**config.mk**
```make
export PLATFORM = sky130hd
export DESIGN_NAME = evt2_fifo_decoder
export DESIGN_NICKNAME = d
export VERILOG_FILES = /design/src/rtl/evt2_fifo_decoder.sv
export SDC_FILE = /design/constraint.sdc
export NUM_CORES = 1
export LEC_CHECK = 0
export BUFFER_PORTS_ARGS = -buffer_cell sky130_fd_sc_hd__buf_2
export CAP_MARGIN = 20
export CORE_AREA = 2 2 96 98
export DETAILED_ROUTE_END_ITERATION = 8
export DIE_AREA = 0 0 98 100
export PLACE_DENSITY = 0.83
export SLEW_MARGIN = 15
export SYNTH_ARGS = -nofsm -noshare
export SYNTH_HDL_FRONTEND = slang
export SYNTH_SLANG_ARGS = --single-unit
```
**constraint.sdc**
```tcl
create_clock -name clk -period 5 [get_ports clk]
set_input_delay 0.5 -clock clk [delete_from_list [all_inputs] [get_ports clk]]
set_output_delay 0.5 -clock clk [all_outputs]
set_load 0.01 [all_outputs]
```
**src/rtl/evt2_fifo_decoder.sv**
```systemverilog
// EVT2 FIFO read side: pops words, decodes CD / TIME_HIGH, rebuilds the
// 34-bit timestamp and hands in-window CD events to the voxel binner.
module evt2_fifo_decoder #(
    parameter int SENSOR_W = 320,
    parameter int SENSOR_H = 320,
    parameter int X_BITS   = 9,
    parameter int Y_BITS   = 9,
    parameter int CNT_BITS = 16
) (
    input  logic                clk,
    input  logic                rst,
    input  logic                fifo_empty,
    input  logic [31:0]         fifo_rd_data,
    output logic                fifo_rd_en,
    output logic                ev_valid,
    input  logic                ev_ready,
    output logic [X_BITS-1:0]   ev_x,
    output logic [Y_BITS-1:0]   ev_y,
    output logic                ev_pol,
    output logic [33:0]         ev_ts,
    output logic                time_high_seen,
    output logic [CNT_BITS-1:0] cnt_events,
    output logic [CNT_BITS-1:0] cnt_dropped
);

    localparam logic [3:0] T_OFF = 4'h0;
    localparam logic [3:0] T_ON  = 4'h1;
    localparam logic [3:0] T_TH  = 4'h8;

    localparam logic [10:0] X_LIM = 11'(SENSOR_W);
    localparam logic [10:0] Y_LIM = 11'(SENSOR_H);

    localparam logic [CNT_BITS-1:0] CNT_MAX = '1;

    typedef enum logic [1:0] {
        IDLE,
        FETCH,
        OUT
    } state_t;

    state_t state_q, state_d;

    logic                ev_valid_q, ev_valid_d;
    logic [X_BITS-1:0]   ev_x_q, ev_x_d;
    logic [Y_BITS-1:0]   ev_y_q, ev_y_d;
    logic                ev_pol_q, ev_pol_d;
    logic [33:0]         ev_ts_q, ev_ts_d;
    logic [27:0]         time_high_q, time_high_d;
    logic                th_seen_q, th_seen_d;
    logic [CNT_BITS-1:0] cnt_events_q, cnt_events_d;
    logic [CNT_BITS-1:0] cnt_dropped_q, cnt_dropped_d;

    logic [3:0]  w_type;
    logic [5:0]  w_ts;
    logic [10:0] w_x;
    logic [10:0] w_y;
    logic [27:0] w_th;
    logic        is_cd;
    logic        in_win;

    assign w_type = fifo_rd_data[31:28];
    assign w_ts   = fifo_rd_data[27:22];
    assign w_x    = fifo_rd_data[21:11];
    assign w_y    = fifo_rd_data[10:0];
    assign w_th   = fifo_rd_data[27:0];

    assign is_cd  = (w_type == T_OFF) || (w_type == T_ON);
    assign in_win = (w_x < X_LIM) && (w_y < Y_LIM);

    // Pop only when the result can be consumed; never rely on the FIFO guard.
    always_comb begin
        fifo_rd_en = !rst && !fifo_empty &&
                     ((state_q == IDLE) ||
                      ((state_q == OUT) && ev_ready));
    end

    always_comb begin
        state_d       = state_q;
        ev_valid_d    = ev_valid_q;
        ev_x_d        = ev_x_q;
        ev_y_d        = ev_y_q;
        ev_pol_d      = ev_pol_q;
        ev_ts_d       = ev_ts_q;
        time_high_d   = time_high_q;
        th_seen_d     = th_seen_q;
        cnt_events_d  = cnt_events_q;
        cnt_dropped_d = cnt_dropped_q;

        case (state_q)
            IDLE: begin
                if (fifo_rd_en) begin
                    state_d = FETCH;
                end
            end

            FETCH: begin
                state_d = IDLE;
                unique case (1'b1)
                    is_cd && in_win: begin
                        ev_x_d     = w_x[X_BITS-1:0];
                        ev_y_d     = w_y[Y_BITS-1:0];
                        ev_pol_d   = w_type[0];
                        ev_ts_d    = {time_high_q, w_ts};
                        ev_valid_d = 1'b1;
                        state_d    = OUT;
                    end
                    is_cd && !in_win: begin
                        if (cnt_dropped_q != CNT_MAX) begin
                            cnt_dropped_d = cnt_dropped_q + 1'b1;
                        end
                    end
                    w_type == T_TH: begin
                        time_high_d = w_th;
                        th_seen_d   = 1'b1;
                    end
                    default: begin
                    end
                endcase
            end

            OUT: begin
                if (ev_ready) begin
                    ev_valid_d = 1'b0;
                    if (cnt_events_q != CNT_MAX) begin
                        cnt_events_d = cnt_events_q + 1'b1;
                    end
                    state_d = fifo_rd_en ? FETCH : IDLE;
                end
            end

            default: begin
                state_d = IDLE;
            end
        endcase
    end

    always_ff @(posedge clk) begin
        if (rst) begin
            state_q       <= IDLE;
            ev_valid_q    <= 1'b0;
            ev_x_q        <= '0;
            ev_y_q        <= '0;
            ev_pol_q      <= 1'b0;
            ev_ts_q       <= '0;
            time_high_q   <= '0;
            th_seen_q     <= 1'b0;
            cnt_events_q  <= '0;
            cnt_dropped_q <= '0;
        end else begin
            state_q       <= state_d;
            ev_valid_q    <= ev_valid_d;
            ev_x_q        <= ev_x_d;
            ev_y_q        <= ev_y_d;
            ev_pol_q      <= ev_pol_d;
            ev_ts_q       <= ev_ts_d;
            time_high_q   <= time_high_d;
            th_seen_q     <= th_seen_d;
            cnt_events_q  <= cnt_events_d;
            cnt_dropped_q <= cnt_dropped_d;
        end
    end

    assign ev_valid       = ev_valid_q;
    assign ev_x           = ev_x_q;
    assign ev_y           = ev_y_q;
    assign ev_pol         = ev_pol_q;
    assign ev_ts          = ev_ts_q;
    assign time_high_seen = th_seen_q;
    assign cnt_events     = cnt_events_q;
    assign cnt_dropped    = cnt_dropped_q;

endmodule

```
---- Word level (Yosys, flattened, before mapping) ----
Index checks and enable logic that the tools add are counted.
storage, ports and cells
  flip-flop bits (word level) ............. 117
  bits in latches ......................... 0
  memory bits (writable) .................. 0
  memory bits (read-only) ................. 0
  input port bits ......................... 36
  output and inout bits ................... 88
  memories kept ........................... 0
operators by class
  add/sub/neg operators ................... 2
  multiply operators ...................... 0
  divide/modulo/power cells ............... 0
  $lt $le $gt $ge ......................... 2
  equality and inequality tests ........... 9
  shift-type cells ........................ 0
  mux-type cells .......................... 8
  bitwise operators ....................... 0
  reductions and logical operators ........ 20
operators by type and width
  operator                 count
  $add A16 B1 Y16 const B  2
  $ne A16 B16 Y1 const B   2
  $lt A11 B9 Y1 const B    2
  $reduce_and A3 Y1        3
  $logic_and A1 B1 Y1      6
  $mux W2                  3
  $ne A2 B2 Y1 const B     3
  $pmux W2 S3              1
  $reduce_and A2 Y1        3
  $eq A4 B1 Y1 const B     1
  $eq A4 B4 Y1 const B     1
  $logic_not A4 Y1         1
  $logic_not A1 Y1         3
  $mux W1                  3
  $eq A2 B1 Y1 const B     1
  $eq A2 B2 Y1 const B     1
  $logic_not A2 Y1         1
  $logic_or A1 B1 Y1       2
  $pmux W1 S2              1
  $reduce_bool A2 Y1       1

---- Longest topological paths before layout ----
  depth after elaboration ................. 7
  gate-level depth with buffers ........... 7
  mapped depth without buffers ............ 5

---- Least setup slack after synthesis ----
No wires, ideal clock.
  path type ............................... input port to flip-flop
  start point ............................. in fifo_rd_data[29]
  end point ............................... reg cnt_dropped_q[10], in the netlist cnt_dropped[10]
  library setup time ...................... 0.121 ns
  arrival ................................. 2.141 ns
  required time ........................... 4.879 ns
  setup slack ............................. 2.738 ns
  stages .................................. 5
  path buffers ............................ 1
  cells stage by stage .................... or4b_4 a311o_1 buf_6 nor4_2 mux2_2
on the way
  cells in the longest elaborated chain, start to end .. 4
ends and longest elaborated chain
  element                                           line  text
  start: declaration                                13    input logic [31:0] fifo_rd_data,
  $eq A4 B1 Y1 or $logic_not A4 Y1 (tied branches)  67    assign is_cd = (w_type == T_OFF) || (w_type == T_ON);
  $logic_or A1 B1 Y1 *                              67
  $logic_and A1 B1 Y1 *                             107   is_cd && !in_win: begin
  $reduce_and A3 Y1 (no source line) *              --
  end signal: assignment                            159   cnt_dropped_q <= cnt_dropped_d;
  end: declaration                                  51    logic [CNT_BITS-1:0] cnt_dropped_q, cnt_dropped_d;
Mark *: on every way between the ends. The rest lies on a longest branch, timed or not.
A chain may end at the register's enable or synchronous reset.

---- Worst setup path after layout ----
  start point ............................. reg state_q[0]
  end point ............................... reg cnt_dropped_q[12], in the netlist cnt_dropped[12]
on the way
  cells in the longest elaborated chain, start to end .. 2
ends and longest elaborated chain
  element                             line  text
  start: declaration                  41    state_t state_q, state_d;
  start signal: assignment            150   state_q <= state_d;
  $eq A2 B1 Y1                        89    case (state_q)
  $reduce_and A3 Y1 (no source line)  --
Every way passes these cells.

==> run_results.csv <==
group,metric,value,unit
placement,dpl-instance-area,5510,sq um
pwr,power.internal,1.78,mW
clocking,clock_latency,0.50,ns
placement,place_congestion,0.862,
synthesis,ys_seq_area_share,48.2,%
synthesis,synth_nets,627,
layout,final_area,6160,sq um
timing,fin_crit,2.46,ns
route,drc,0,
layout,final_cell_mix,"122 x buf_2, 117 x dfxtp_1, 102 x a21oi_1",
floorplanning,core-area,8890,sq um
critical_path,reg2reg_from,"state_q[0]",
critical_path,crit_chain,"or4b_4, a311o_1, nor4_1, mux2_2",
pwr,p_leak,2.35,nW
timing,slew_viol_final,0,
synthesis,syn_area,4850,sq um
timing,worst_pin_slew,1.00,ns
clocking,cts_tree,"done",
clocking,clk_pin_slew_worst_paths,0.06,ns
timing,clock_skew,0.00742,ns
floorplanning,rows,35,
clocking,cts_resized,0,
synthesis,synth_edf_count,0,
route,detail_route.iter0.violations,248,
hold_path,min_path_type,"in2reg",
critical_path,cp_data_arrival_time,2.85,ns
timing,finalSetupViolCount,0,
floorplanning,fp.dieArea,9800,sq um
synthesis,syn_inst,589,
synthesis,synthFlopType,"dfxtp_1",
pwr,pwr-share-clk,56.1,%
layout,finish.cell_count_without_fillers,816,
synthesis,synth_cell_types,41,
layout,layout-drive-gt1-share,25.8,%
floorplanning,die_x,98,microns
critical_path,critPathMaxFanout,26,
global_route,grt_pass1_vias,4428,
critical_path,path_buf_inv,0,
timing,finalSetupTns,0,ns
critical_path,rr_worst_depth,4,
global_route,grt-ovfl-total,0,
floorplanning,die_h,100,microns
critical_path,r2r_end,"cnt_dropped[12]",
pwr,combPwrFrac,2.6,%
placement,hpwl,8410,microns
floorplanning,ios,124,
clocking,cts.sinks,117,
hold_path,hold_path_end,"state_q[0]",
critical_path,r2r_slack,2.54,ns
critical_path,crit_path_start_kind,"register",
critical_path,cp_slowest_cell,"a311o_1",
critical_path,crit_type,"reg2reg",
route,via_per_inst,5.91,
outcome,status,"finished, final reports clean",
pwr,cellPowerDensity,369,nW/um^2
layout,final_nets,730,
critical_path,worstSetupEndpointType,"register",
layout,nFillCells,732,
timing,relSlewSlack,33.1,%
pwr,sw_frac_of_total,21.6,%
route,routed_wl,13200,microns
clocking,clk_path_buf_depth,2,
hold_path,whs_path_depth,2,
layout,area_growth,26.8,%
clocking,numCtsBuffers,17,
synthesis,ys_async_sr_fraction,0,%
timing,rsz0062_at_grt,"no",
placement,portBuffers,123,
clocking,ctsHoldBuffers,0,
run,maxCapViolCount,0,
layout,final_common_cell,"buf_2",
route,wl_per_cell,16.2,microns
critical_path,required,5.39,ns
route,ant_nets,0,
critical_path,max_stage_delay,0.64,ns
route,drt_first_pass_iters,5,
synthesis,synth_warnings,0,
route,num_vias,4819,
timing,finalHoldViolations,0,
pwr,ir_drop,0.000218,V
timing,max_freq,406,MHz
critical_path,cp.depth,4,
global_route,antenna_found_initial,0,
clocking,cts_root_buffer,"clkbuf_8",
synthesis,synth_seq_cells,117,
placement,dp.cells,783,
layout,n_antenna_cell,0,
global_route,grt_max_degree,80,
timing,period_share,49.3,%
critical_path,cp_top_family,"simple AND/OR/NAND/NOR gates",
layout,final_core_util,69.2,%
clocking,postCtsSetupRepairBufs,0,
clocking,htreeDepth,4,
global_route,grt_pass1_wl,21500,microns
synthesis,syn_area_per_cell,8.24,sq um
hold_path,hp-start,"fifo_empty",
pwr,switching_power,0.490,mW
pwr,p_seq_share,41.3,%
floorplanning,initial_utilization,54.6,%
global_route,grt_usage,26.8,%
state kept, by name (all words and copies together) (netlist names):
name / flops
ev_y: 9
cnt_events: 16
ev_ts: 34
cnt_dropped: 16
time_high_q: 28
state_q: 2
ev_pol: 1
time_high_seen: 1
ev_x: 9
ev_valid: 1
power by group through the flow:
stage	Clock, mW	Sequential [mW]	Combinational, mW
2_1_floorplan	0	0.956	0.0296
5_1_grt	1.33	0.936	0.0650
6_report	1.27	0.937	0.0595
3_3_place_gp	0	0.957	0.0562
3_5_place_dp	0	0.957	0.0582
4_1_cts	1.29	0.937	0.0585
synthesized netlist by cell type, drive strengths merged, types with 8 or more instances:
library cell	number	area share (%)
or4	12	1.9
o21ai	57	5.9
clkbuf	40	3.1
nor4	12	1.8
dfxtp	117	48
nor2b	14	1.8
a21oi	102	11
o31ai	8	1.2
nand4	8	1.0
nor2	20	1.5
nand3	65	6.7
nand2	66	5.1
mux2	12	2.8
metal layers:
metal / share of wire, % / GRT usage [%] / wire length [microns] / vias up
li1: - / - / - / 2341
met1: 42 / 33.7 / 5520 / 2281
met2: 50 / 45.1 / 6550 / 175
met3: 6.6 / 5.36 / 868 / 22
met4: 2.0 / 11.4 / 263 / 0
met5: 0 / 0 / 0 / -
how the worst max path moves through the flow:
stage / start / endpoint / slack [ns]
5_1_grt: state_q[0] / cnt_dropped[12] / 2.38
6_report: state_q[0] / cnt_dropped[12] / 2.54
4_1_cts: state_q[0] / cnt_dropped[8] / 2.53
3_3_place_gp: fifo_rd_data[20] / ev_ts[32] / 2.21
3_5_place_dp: fifo_rd_data[20] / ev_ts[26] / 2.18
2_1_floorplan: fifo_rd_data[29] / cnt_dropped[10] / 2.74
layout make-up:
| cell class | count | area (sq um) | share of cell area [%] |
|---|---|---|---|
| clock buffers | 18 | 428 | 6.95 |
| inverters | 4 | 15.0 | 0.244 |
| clock inverters | 14 | 200 | 3.25 |
| flip-flops and latches | 117 | 2340 | 38.0 |
| well taps | 111 | 139 | 2.26 |
| multi-input cells | 422 | 2330 | 37.9 |
| repair buffers | 130 | 698 | 11.3 |
per-stage QoR:
step | hold WS (ns) | power [mW] | setup WS, ns
after floorplan | 0.437 | 0.986 | 2.74
after global placement | 0.442 | 1.01 | 2.21
after detailed placement | 0.448 | 1.01 | 2.18
after CTS | 0.176 | 2.28 | 2.53
after global routing | 0.187 | 2.34 | 2.38
final | 0.195 | 2.27 | 2.54
logic make-up after synthesis:
| group | synth area share (%) |
|---|---|
| mux | 3.40 |
| buf+inv | 4.10 |
| fa+ha+maj | 0.515 |
| compound gates | 19.6 |
| flops | 48.2 |
| simple gates | 24.1 |
(Power assumes the default switching activity.)
